<file path="src/rtl/reg_read_responder.sv">
// Shared register bank with one write port and CORES round-robin read requesters.
// Reads complete one cycle after the handshake; a same-edge write is forwarded to the reader.
module reg_read_responder #(
  parameter int WIDTH  = 12,
  parameter int DEPTH  = 16,
  parameter int ADDR_W = 4,
  parameter int CORES  = 4
) (
  input  logic                     clock,
  input  logic                     rst,
  input  logic                     wr_en,
  input  logic [ADDR_W-1:0]        wr_addr,
  input  logic [WIDTH-1:0]         wr_data,
  input  logic [CORES-1:0]         req_valid,
  input  logic [CORES*ADDR_W-1:0]  req_addr,
  output logic [CORES-1:0]         req_ready,
  output logic [CORES-1:0]         rsp_valid,
  output logic [WIDTH-1:0]         rsp_data,
  output logic                     busy
);

  localparam int PTR_W = (CORES > 1) ? $clog2(CORES) : 1;

  logic [WIDTH-1:0]  bank_q [DEPTH];
  logic [PTR_W-1:0]  ptr_q, ptr_d;
  logic [CORES-1:0]  pend_valid_q, pend_valid_d;
  logic [WIDTH-1:0]  pend_data_q, pend_data_d;

  logic [CORES-1:0]  grant;
  logic [PTR_W-1:0]  grant_idx;
  logic              grant_any;
  logic              handshake;
  int unsigned       scan_int;
  logic [PTR_W-1:0]  scan_sel;
  logic [ADDR_W-1:0] rd_addr;
  logic [WIDTH-1:0]  rd_data;

  always_ff @(posedge clock or negedge rst) begin
    if (!rst) begin
      for (int i = 0; i < DEPTH; i++) bank_q[i] <= '0;
    end else if (wr_en && (int'(wr_addr) < DEPTH)) begin
      bank_q[wr_addr] <= wr_data;
    end
  end

  // Rotating priority: the first valid requester at or after ptr_q wins.
  always_comb begin
    grant_idx = '0;
    grant_any = 1'b0;
    scan_int  = 0;
    scan_sel  = '0;
    for (int i = 0; i < CORES; i++) begin
      scan_int = (int'(ptr_q) + i) % CORES;
      scan_sel = PTR_W'(scan_int);
      if (!grant_any && req_valid[scan_sel]) begin
        grant_any = 1'b1;
        grant_idx = scan_sel;
      end
    end
  end

  // Grants are suppressed while reset is held so no handshake can be seen.
  always_comb begin
    handshake = grant_any && rst;
    grant     = '0;
    if (handshake) grant[grant_idx] = 1'b1;
  end

  assign rd_addr = req_addr[grant_idx*ADDR_W +: ADDR_W];

  always_comb begin
    if (int'(rd_addr) >= DEPTH) begin
      rd_data = '0;
    end else if (wr_en && (wr_addr == rd_addr)) begin
      rd_data = wr_data;
    end else begin
      rd_data = bank_q[rd_addr];
    end
  end

  always_comb begin
    pend_valid_d = grant;
    pend_data_d  = pend_data_q;
    ptr_d        = ptr_q;
    if (handshake) begin
      pend_data_d = rd_data;
      ptr_d       = PTR_W'((int'(grant_idx) + 1) % CORES);
    end
  end

  always_ff @(posedge clock or negedge rst) begin
    if (!rst) begin
      ptr_q        <= '0;
      pend_valid_q <= '0;
      pend_data_q  <= '0;
    end else begin
      ptr_q        <= ptr_d;
      pend_valid_q <= pend_valid_d;
      pend_data_q  <= pend_data_d;
    end
  end

  assign req_ready = grant;
  assign rsp_valid = pend_valid_q;
  assign rsp_data  = pend_data_q;
  assign busy      = |req_valid;

endmodule

</file>
<file path="config.mk">
export PLATFORM = sky130hd
export DESIGN_NAME = reg_read_responder
export DESIGN_NICKNAME = d
export VERILOG_FILES = /design/src/rtl/reg_read_responder.sv
export SDC_FILE = /design/constraint.sdc
export NUM_CORES = 1
export LEC_CHECK = 0
export ABC_AREA = 1
export CAP_MARGIN = 15
export CORE_AREA = 5 5 147 149
export CTS_BUF_LIST = sky130_fd_sc_hd__clkbuf_8
export CTS_CLUSTER_DIAMETER = 150
export DETAILED_ROUTE_END_ITERATION = 7
export DIE_AREA = 0 0 152 154
export PLACE_DENSITY = 0.78
export REMOVE_ABC_BUFFERS = 1
export SYNTH_ARGS = -nofsm -noshare
export SYNTH_HDL_FRONTEND = slang
export SYNTH_SLANG_ARGS = --single-unit
export TNS_END_PERCENT = 5
</file>
<file path="constraint.sdc">
create_clock -name clock -period 2.14 [get_ports clock]
set_input_delay 0.321 -clock clock [delete_from_list [all_inputs] [get_ports clock]]
set_output_delay 0.321 -clock clock [all_outputs]
set_load 0.03 [all_outputs]
</file>
# --- Word-level counts from Yosys, hierarchy flattened ---
# Cells that the tools add are included.
classes:
  n_addsub: 4
  mul: 0
  div_mod_pow: 0
  magnitude_cmp: 9
  eq_ne: 1
  n_shift: 1
  mux: 26
  bitwise: 2
  reduce_logical: 11
op_table:
  columns: ["op", "count"]
  rows:
  - ["bitwise mux 192 bit", 1]
  - ["binary-select mux 12 bit (select 4 bit)", 1]
  - ["demux 12 bit (select 4 bit)", 1]
  - ["two-way mux 12 bit", 4]
  - ["variable part select 16 x 5 -> 4 bit", 1]
  - ["< comparator 2 x 3 -> 1 bit, second input constant", 5]
  - [">= comparator 5 bit, second input constant", 2]
  - ["inverter 4 -> 5 bit", 2]
  - ["two-way mux 1 bit", 9]
  - ["binary-select mux 1 bit (select 2 bit)", 4]
  - ["two-way mux 2 bit", 4]
  - ["logical AND 1 bit", 7]
  - ["< comparator 5 x 1 -> 1 bit, second input constant", 1]
  - ["adder 2 x 1 -> 2 bit, second input constant", 2]
  - ["adder 2 bit, second input constant", 2]
  - ["== test 4 bit", 1]
  - ["two-way mux 4 bit", 1]
  - ["OR reduction 4 bit", 1]
  - ["logical NOT 1 bit", 3]
  - ["demux 1 bit (select 2 bit)", 1]
  - [">= comparator 2 x 1 -> 1 bit, second input constant", 1]
totals:
  register_bits: 210
  latch_bits: 0
  mem_bits_rw: 0
  rom_bits: 0
  input_bits: 39
  out_inout_bits: 21
  elab_cells: 73
  mem_count: 0

# --- Depth between registers and ports, before layout ---
logic_depth:
  ltp_word: 18
  mapped_depth: 24

# --- Worst setup path before layout ---
# Ideal clock, no wire load.
synth_timing:
  path_type: "input -> output"
  startpoint: "input port req_valid[2]"
  endpoint: "output port req_ready[0]"
  arrival_time_ps: 2022
  required_time_ps: 1819
  slack_ps: -203
  stages: 7
  path_buffers: 1
  path_cell_list: "inv_1 > nand4_1 > inv_1 > nor2_1 > clkinv_1 > clkbuf_1 > nor2_1"
synth_between:
  elab_chain_cells: 17
  word_cells_on_any_way: 29
synth_rtl:
  columns: ["element", "line_no", "text"]
  rows:
  - ["from (decl)", "14", "input logic [CORES-1:0] req_valid,"]
  - ["binary-select mux 1 bit (select 2 bit)", "55", "if (!grant_any && req_valid[scan_sel]) begin"]
  - ["two-way mux 1 bit (implied by the code)", "55", null]
  - ["two-way mux 1 bit", "55", null]
  - ["logical NOT 1 bit", "55", null]
  - ["logical AND 1 bit", "55", null]
  - ["two-way mux 1 bit", "55", null]
  - ["logical NOT 1 bit", "55", null]
  - ["logical AND 1 bit", "55", null]
  - ["two-way mux 1 bit", "55", null]
  - ["logical NOT 1 bit", "55", null]
  - ["logical AND 1 bit", "55", null]
  - ["two-way mux 2 bit", "55", null]
  - ["< comparator 2 x 3 -> 1 bit (implied by the code) / >= comparator 2 x 1 -> 1 bit (equally long branches)", "66", "if (handshake) grant[grant_idx] = 1'b1;"]
  - ["logical AND 1 bit (implied by the code)", "66", null]
  - ["two-way mux 1 bit (implied by the code)", "66", null]
  - ["demux 1 bit (select 2 bit)", "66", null]
  - ["two-way mux 4 bit *", "66", null]
  - ["to (decl)", "16", "output logic [CORES-1:0] req_ready,"]
# Mark *: on every way between the ends. The rest lies on a longest branch, timed or not. The select of a mux whose other input is x is not followed.

# --- Worst setup path in the final report ---
layout_timing:
  startpoint: "register ptr_q[0]"
  endpoint: "register pend_data_q[10], in the netlist rsp_data[10]"
layout_between:
  elab_chain_cells: 18
  word_cells_on_any_way: 34
layout_rtl:
  columns: ["element", "line_no", "text"]
  rows:
  - ["from (decl)", "25", "logic [PTR_W-1:0] ptr_q, ptr_d;"]
  - ["from (signal assigned)", "97", "ptr_q <= ptr_d;"]
  - ["branches (longest 18 deep; another with adder 2 x 1 -> 2 bit)", null, null]
  - ["to (signal assigned)", "99", "pend_data_q <= pend_data_d;"]
  - ["to (decl)", "27", "logic [WIDTH-1:0] pend_data_q, pend_data_d;"]
# Parallel ways; which one is timed is not known. The select of a mux whose other input is x is not followed.
# A chain may end at the register's enable or synchronous reset.

==> run summary <==
Outcome -> complete, but fails checks
Violated checks -> design-rule violations, negative setup slack
Synth unique cells -> 27
H-tree levels -> 2
Worst slack, placed -> -0.812 ns
Cells after Synth -> 1,515
Vias in the first global route -> 10,400
Max Slew Vio Count -> 0
Sequential area share after synthesis -> 0.475
Post-DP HPWL -> 21,300 µm
Initial antenna violation count -> 0
Multi-input logic area -> 0.00479 mm²
Worst slew pin tran -> 0.957 ns
1st-pass router iterations -> 8
R2r setup slk -> -0.81 ns
First-pass GRT wire length -> 55,200 µm
Global-route total usage across every layer -> 0.293
Ratio of cells with drive above 1 in the final layout -> 0.182
Global route total overflow -> 0
Clk sinks -> 210
Core area -> 0.0200 mm²
Fin area -> 0.0143 mm²
Initial Util -> 0.552
CTS max path bufs -> 3
WP data required -> 2.56 ns
Final Skew -> 0.0117 ns
TritonCTS clock tree -> built
DRC violations left -> 2
Critical path peak fanout -> 8
Iter 0 DRT Violations -> 1,248
Top-area cell type share of the netlist area -> 0.475
Worst EP arrival -> 3.37 ns
YS warnings -> 0
Synth-to-layout area growth -> 29.1%
Worst path max stage delay -> 0.47 ns
Dpl cells -> 1,857
Final Wtd Congestion -> 0.889
R2R cell count -> 20
Synth Area per Inst -> 7.31 µm²
# diodes -> 0
Final setup vio count -> 16
Mapped cell area -> 0.0111 mm²
Slew HR -> 0.362
Die height -> 154 µm
Worst setup slack after layout -> -0.806 ns
Storage cell area -> 0.00526 mm²
Wirelength per Cell -> 19.3 µm
ANT nets after route -> 0
Final number of hold-violating endpoints -> 0
CTS Root Cell -> clkbuf_8
Fin crit period -> 2.95 ns
HP Class -> input port to asynchronous set/reset pin
CP max-delay cell -> dfrtp_2
Max cap viols -> 0
Final worst path period share -> 1.38
Via count -> 11,200
Non-filler instance count after layout -> 1,951
Cts bufs inserted -> 36
Fmax -> 0.339 GHz
Crit path cell chain -> clkinv_4 > buf_6 > nand2_2 > nand3_2 > nand2_2 > nand2_2 > nand3_4 > nand3_4 > inv_4 > buf_6 > nand2_2 > nand3_4 > nand2_4 > inv_1 > buf_4 > nand3_1 > nand3_1 > nand3_1 > nand2_1 > nand2_1
Crit start category -> flip-flop
IO buf count -> 59
Worst Setup End Kind -> flip-flop
# IOs -> 60
Flops & latches, synth -> 210
Fill count -> 1,531
Die Width -> 152 µm
Reg clk slew, reported paths -> 0.07 ns
Final nets -> 1,700
Synth area leader -> dfrtp_1
Vias per cell -> 5.76
WL final -> 37,600 µm
Crit path kind -> flip-flop to flip-flop
Largest net degree at the start of global routing -> 141
Most used cell, CP -> nand2_2
Rows -> 52
Unrepaired setup endpoints after global routing -> true
Top post-synthesis cells by area -> dfrtp_1 (47%), nand2_1 (15%), nand3_1 (12%), o21ai_0 (8.8%), inv_1 (8.5%)
Clk Latency, worst-skew pair -> 0.54 ns
Worst R2R End -> rsp_data[10]
Post-DP Area -> 0.0126 mm²
Die area -> 0.0234 mm²
Worst reg2reg path startpoint -> ptr_q[0]
==> sequential cells by signal, summed over array words and instances, names as in the netlist <==
| register | flops |
|---|---|
| bank_q | 192 |
| ptr_q | 2 |
| rsp_valid | 4 |
| rsp_data | 12 |
==> cell type report <==
cell class	count	area share
inverter	257	0.0685
tap	270	0.0236
multi-input combinational	955	0.335
sequential	210	0.368
timing repair buffer	197	0.154
clock inverter	13	0.00394
clock buffer	49	0.0472
==> stage by stage <==
step	util	setup TNS [ns]	hold slack, ns
2_1_floorplan	-	-38.62	0.0254
3_3_place_gp	0.631	-9.72	0.466
3_5_place_dp	0.631	-11.54	0.468
4_1_cts	0.681	-8.22	0.0555
5_1_grt	0.713	-13.13	0.110
6_report	0.713	-11.44	0.0259
==> cells in the mapped netlist <==
library cell / instances
a21oi_2: 1
buf_6: 6
o211ai_2: 2
nand3_1: 258
nand3_4: 1
o21ai_1: 2
clkbuf_1: 52
clkinv_1: 1
nor2_1: 10
nor3_1: 5
inv_4: 1
inv_2: 3
buf_1: 5
nand3_2: 14
nand4_1: 5
o21ai_0: 195
nand2_4: 2
inv_6: 1
nand2_2: 9
nand2_1: 445
buf_4: 13
ha_1: 4
nor2_4: 1
inv_1: 251
dfrtp_1: 210
nor2_2: 1
buf_2: 17
==> per-layer routing <==
| layer | track usage | up-vias | wire length (µm) |
|---|---|---|---|
| met4 | 0.126 | 0 | 2050 |
| met5 | 0 | - | 0 |
| met3 | 0.0556 | 177 | 4400 |
| met1 | 0.403 | 5262 | 14400 |
| met2 | 0.456 | 769 | 16700 |
| li1 | - | 5024 | - |
==> critical path: cells and delay by family (launching register included) <==
kind	cells	cell delay, ns
buffers and inverters	6	0.90
DFF	1	0.47
and+or+nand+nor	14	1.44
==> repair_timing <==
item	4_1_cts	5_1_grt
endpoints found under the hold margin	67	0
pin swaps	24	51
cloned	1	5
hold buffers	1	0
resized for setup	44	94
setup endpoints to repair	16	16
buffers inserted	9	18
==> cells by family after synthesis <==
family                   after synthesis  synth area share
AO/OA/AOI/OAI                        200            0.0921
flip-flops                           210             0.475
AND/OR/NAND/NOR                      751             0.299
adder cells (fa/ha/maj)                4           0.00452
buffers and inverters                350             0.130
==> how the worst max path moves through the flow <==
stage / to / depth (start not counted) / startpoint
final: rsp_data[10] / 20 / ptr_q[0]
after global routing: rsp_data[10] / 21 / ptr_q[0]
after CTS: req_ready[2] / 14 / ptr_q[0]
after detailed placement: rsp_data[1] / 21 / req_valid[3]
after global placement: rsp_data[5] / 21 / req_valid[3]
after floorplan: rsp_data[0] / 19 / ptr_q[0]
==> layout by cell type, fill, tap and decap left out, types with 5 or more instances in the layout <==
cell type        synthesis  routed
buf_12                   0      29
buf_4                   13      81
buf_6                    6      24
clkbuf_8                 0      50
clkdlybuf4s50_1          0      53
dfrtp_1                210     209
inv_1                  251     255
inv_2                    3       7
nand2_1                445     407
nand2_2                  9      35
nand2_4                  2      12
nand3_1                258     240
nand3_2                 14      27
nand3_4                  1       6
nand4_1                  5       5
nor2_1                  10       6
nor2_4                   1       6
o21ai_0                195     194
Power is not shown: default switching activity piles up to over one toggle a cycle in this logic, so the estimate is an artifact.
==> RTL edit 1, RTL diff (same settings) <==
Change the parameter `DEPTH` from 16 to 8.
--- a/src/rtl/reg_read_responder.sv
+++ b/src/rtl/reg_read_responder.sv
@@ -2,7 +2,7 @@
 // Reads complete one cycle after the handshake; a same-edge write is forwarded to the reader.
 module reg_read_responder #(
   parameter int WIDTH  = 12,
-  parameter int DEPTH  = 16,
+  parameter int DEPTH  = 8,
   parameter int ADDR_W = 4,
   parameter int CORES  = 4
 ) (
Check against the original RTL: not equivalent (a bounded check fails within 4 cycles, from zero or initial values and one cycle with rst low).
==> RTL edit 1 against the original RTL <==
  * The run ends with negative setup slack left
  * Final area fell by 45%
  * Utilization fell by 32 points
  * Area after synthesis fell by 47%
  * Worst setup slack improved by 0.16 ns
  * Count of clock-buffer cells in the layout fell by 31
  * Sequential cell count fell by 96
  * Largest cell class unchanged
  * Routed wire length fell by 55%
  * Maximum frequency rose by 5.6%
==> RTL edit 1: results (changes against the original RTL) <==
wl_per_cell_um: 14.58  # -24%
wl_met2_mm: 7.822  # -53%
whs_ns: 0.4547  # +0.4288 ns
path_max_fanout: 6  # -2
use_met3_pct: 3.907  # -1.7 points
setup_viol: 16  # unchanged
use_met1_pct: 19.28  # -21 points
status: "complete, but fails checks"
wl_met3_mm: 1.299  # -70%
cts_max_level: 4  # +2
r2r_cells: 21  # +5.0%
placed_cells: 1112  # -40%
fin_ws_ns: -0.6508  # +0.1554 ns
cp_slowest_stage_delay_ns: 0.49  # +0.02 ns
worstMarginPinSlew_ns: 0.6614  # -0.2959 ns
reg2reg_slack_ns: -0.61  # +0.20 ns
cts_buffers: 17  # -53%
gp_congestion: 0.8524  # -4.1%
synth.distinct_cells: 23  # -15%
placed_area_um2: 7121  # -44%
drt_iter0_markers: 492  # -61%
syn_area_per_cell_um2: 7.706  # +5.5%
clock_latency_ns: 0.45  # -0.09 ns
largest_reg_flops: 96  # -50%
fin_nets: 919  # -46%
m1WireLength_mm: 7.445  # -48%
grt_pass1_wl_mm: 28.06  # -49%
grt_pass1_vias: 5445  # -48%
r2r-end: "rsp_data[0]"
finClkSkew_ns: 0.009422  # -0.002300 ns
ys_seq_area_share_pct: 48.26  # +0.80 points
critPathCapture: "req_ready[3]"
tns_ns: -9.570  # +1.866 ns
synthTopCellsByArea: "dfrtp_1 48%, nand2_1 17%, nand3_1 8.8%, o21ai_0 5.2%, a21oi_1 3.3%"
grt_max_degree: 115  # -18%
max-clock-path-buffers: 2  # -1
grt_util_all_layers_pct: 14.71  # -15 points
synthTopCellsByCount: "260 x nand2_1, 114 x dfrtp_1, 104 x nand3_1"
vias: 5570  # -50%
via_per_inst: 4.806  # -17%
violations: "negative setup slack"
critPathArrivalTime_ns: 2.47  # -0.90 ns
met2_usage_pct: 23.62  # -22 points
RTL edit 1: layout make-up:
type,count,area (um2)
Clock buffer,18,247.7
Clock inverter,14,151.4
Fill cell,2023,12160
Inverter,51,201.4
Multi-Input combinational cell,561,2786
Sequential cell,114,2854
Tap cell,270,337.8
Timing Repair Buffer,130,1295
Timing Repair inverter,1,7.507
RTL edit 1: what timing repair did:
item,4_1_cts,5_1_grt
hold buffers,1,0
gates cloned,1,0
pin swaps,21,12
endpoints found under the setup margin,17,17
resized for setup,46,16
buffers inserted,8,5
hold endpoints to repair,19,0
RTL edit 1: logic make-up (layout without fill, tap and decap cells):
logic type	after synthesis	count (layout)	synth area share (%)
and+or+nand+nor	457	457	34.93
AOI/OAI and AO/OA	100	100	8.467
adders and majority gates	4	4	0.8468
buffers and inverters	92	214	7.494
DFF	114	114	48.26
RTL edit 1: report_power, final:
group	switching (uW)	internal [uW]	total (uW)
registers	304	2670	2970
logic	5840	4310	10200
clock network	964	1070	2040
total	7110	8060	15200
==> RTL edit 2, RTL diff (same settings) <==
Made on the original files. Reset style: synchronous (`rst`), changed in 2 clocked blocks.
--- a/src/rtl/reg_read_responder.sv
+++ b/src/rtl/reg_read_responder.sv
@@ -35,7 +35,7 @@
   logic [ADDR_W-1:0] rd_addr;
   logic [WIDTH-1:0]  rd_data;
 
-  always_ff @(posedge clock or negedge rst) begin
+  always_ff @(posedge clock) begin
     if (!rst) begin
       for (int i = 0; i < DEPTH; i++) bank_q[i] <= '0;
     end else if (wr_en && (int'(wr_addr) < DEPTH)) begin
@@ -88,7 +88,7 @@
     end
   end
 
-  always_ff @(posedge clock or negedge rst) begin
+  always_ff @(posedge clock) begin
     if (!rst) begin
       ptr_q        <= '0;
       pend_valid_q <= '0;
Check against the original RTL: differs if rst is asserted again (counterexample within 4 cycles, from zero or initial values and one cycle with rst low); with rst held inactive, the same outputs for 4 cycles.
==> RTL edit 2 against the original RTL <==
  * Worst setup slack improved by 0.19 ns
  * Critical endpoint is now req_ready[2]
  * Cell count decreased by 12%
  * Final area decreased by 2.4%
  * Highest routed layer is now met5
  * The run ends with negative setup slack left
  * Critical path type is now flop to primary output
  * Routed wire length decreased by 11%
  * Sequential cell count unchanged
  * Area after synthesis decreased by 0.34%
  * Maximum frequency increased by 6.9%
  * Via count decreased by 15%
  * Global-route usage decreased by 1.9 points
Power is left out: the tool's default activity adds up to more than one toggle a clock period on the data nets, which glitch-free logic cannot reach.
==> RTL edit 2: results (changes against the original RTL) <==
grt_pass1_wl_mm: 50.36  # -8.8%
holdPathEnd: "rsp_data[6]"
wl_mm: 33.57  # -11%
drive_above_1_share_pct: 20.98  # +2.8 points
antenna_left: 0  # unchanged
setup_viol: 16  # unchanged
clock_latency_ns: 0.52  # -0.02 ns
synth_xor_area_share_pct: 0  # unchanged
hpwl_mm: 20.95  # -1.8%
worstMarginPinSlew_ns: 0.9933  # +0.03604 ns
r2r_cells: 22  # +10%
grt_pass1_vias: 9061  # -13%
antenna_cells: 0  # unchanged
cp_slowest_cell: "dfxtp_4"
gp_congestion: 0.9645  # +8.6%
timing.rr.start: "ptr_q[0]"
synth.distinct_cells: 34  # +26%
finClkSkew_ns: 0.02450  # +0.01278 ns
yosys_warnings: 0  # unchanged
drt_iter0_markers: 1488  # +19%
path_clk_slew_ns: 0.06
synth-adder-area-share_pct: 0.4536  # +0.0015 points
async_flop_share_pct: 0  # -100 points
holdPathStages: 2
firstDrtPassIters: 6  # -2
tns_ns: -9.061  # +2.375 ns
synthTopCellsByCount: "237 x nand3_1, 218 x inv_1, 212 x nand2_1"
max-clock-path-buffers: 3  # unchanged
ys_seq_area_share_pct: 55.52  # +8.1 points
hold_class: "flop to flop"
antenna_found_initial: 1  # +1
synth_edf_count: 192  # +192
num-fill-cells: 1445  # -5.6%
grt_util_all_layers_pct: 27.39  # -1.9 points
grt_max_degree: 49  # -65%
via_per_inst: 5.575  # -3.2%
path_max_fanout: 4  # -4
largest-register: "bank_q"
fin_ws_ns: -0.6156  # +0.1906 ns
hold_start: "rsp_data[6]"
cp_slowest_stage_delay_ns: 0.37  # -0.10 ns
placed_area_um2: 12580  # -0.45%
status: "complete, but fails checks"
ys.flop_type: "edfxtp_1"
pre_cts_ws_ns: -0.8995  # -0.08788 ns
reg2reg_slack_ns: -0.60  # +0.21 ns
critPathArrivalTime_ns: 2.43  # -0.94 ns
cts_buffers: 34  # -5.6%
synth-compound-area-share_pct: 2.370  # -6.8 points
path_delay_family: "simple AND/OR/NAND/NOR gates"
r2r-end: "rsp_data[4]"
violations: "negative setup slack"
synthTopCellsByArea: "edfxtp_1 52%, nand3_1 11%, inv_1 7.4%, nand2_1 7.2%, nor2_1 7.0%"
cts_root_buffer: "clkbuf_8"
largest_reg_flops: 192  # unchanged
portBuffers: 59  # unchanged
cts_max_level: 2  # unchanged
fin_nets: 1470  # -14%
max_cap_viol_count: 0  # unchanged
## RTL edit 2: cells by family after synthesis
logic type,count (synthesis)
AO/OA/AOI/OAI,36
AND/OR/NAND/NOR,724
adder cells (fa/ha/maj),4
flip-flops,210
buffers and inverters,317
## RTL edit 2: routing by layer
layer	routed length [um]	share of wire (%)	GRT usage (%)
met5	13	0.039	0
met4	1436	4.3	10.79
met3	3909	12	5.846
met2	15650	47	43.37
met1	12560	37	37.23
## RTL edit 2: area by class of cell
cell class / count / area, um2 / area share [%]
Clock buffer: 34 / 467.9 / 3.353
Tap cell: 270 / 337.8 / 2.421
Clock inverter: 24 / 151.4 / 1.085
Timing Repair Buffer: 179 / 1969 / 14.11
Inverter: 238 / 913.4 / 6.545
Sequential cell: 210 / 6133 / 43.95
Multi-Input combinational cell: 764 / 3981 / 28.53
## RTL edit 2: how the worst max path moves through the flow
stage / startpoint / endpoint / slack (ns) / depth (start not counted)
floorplan: ptr_q[0] / rsp_data[8] / -2.48 / 20
global placement: req_valid[3] / rsp_data[6] / -0.82 / 19
detailed placement: req_valid[1] / rsp_data[4] / -0.90 / 20
CTS: ptr_q[0] / req_ready[2] / -0.56 / 16
global route: ptr_q[0] / req_ready[2] / -0.71 / 16
finish: ptr_q[0] / req_ready[2] / -0.62 / 16
## RTL edit 2: worst register-to-register path, cell delays in order, from the launching register on
cell and delay [ns]:
dfxtp_4 0.37, buf_4 0.15, nand2_2 0.05, nand2_2 0.08, nand2_4 0.08, nand2_2 0.06, nor2_4 0.12, nand3_4 0.10
buf_6 0.13, nand3_4 0.06, nand2_4 0.08, inv_4 0.07, buf_6 0.11, nand3_4 0.10, buf_4 0.18, clkbuf_16 0.20
nand3_1 0.11, nand3_1 0.12, nand3_1 0.13, nand3_2 0.12, nand3_2 0.10, nand2_2 0.06, a21oi_2 0.12
## RTL edit 2: per-stage QoR
| step | std cells | hold WS [ns] | util, % |
|---|---|---|---|
| 2_1_floorplan | 1212 | 0.4594 | - |
| 3_3_place_gp | 1636 | 0.5578 | 62.79 |
| 3_5_place_dp | 1636 | 0.5452 | 62.79 |
| 4_1_cts | 1712 | 0.5279 | 67.99 |
| 5_1_grt | 1719 | 0.6080 | 69.64 |
| 6_report | 1719 | 0.5807 | 69.64 |
## RTL edit 2: timing repair
action                                  CTS  global route
gates resized for setup                  66            56
pin swaps                                20            32
endpoints found under the setup margin   18            18
hold endpoints to repair                  0             0
buffers inserted                         16             5
cloned                                    2             3
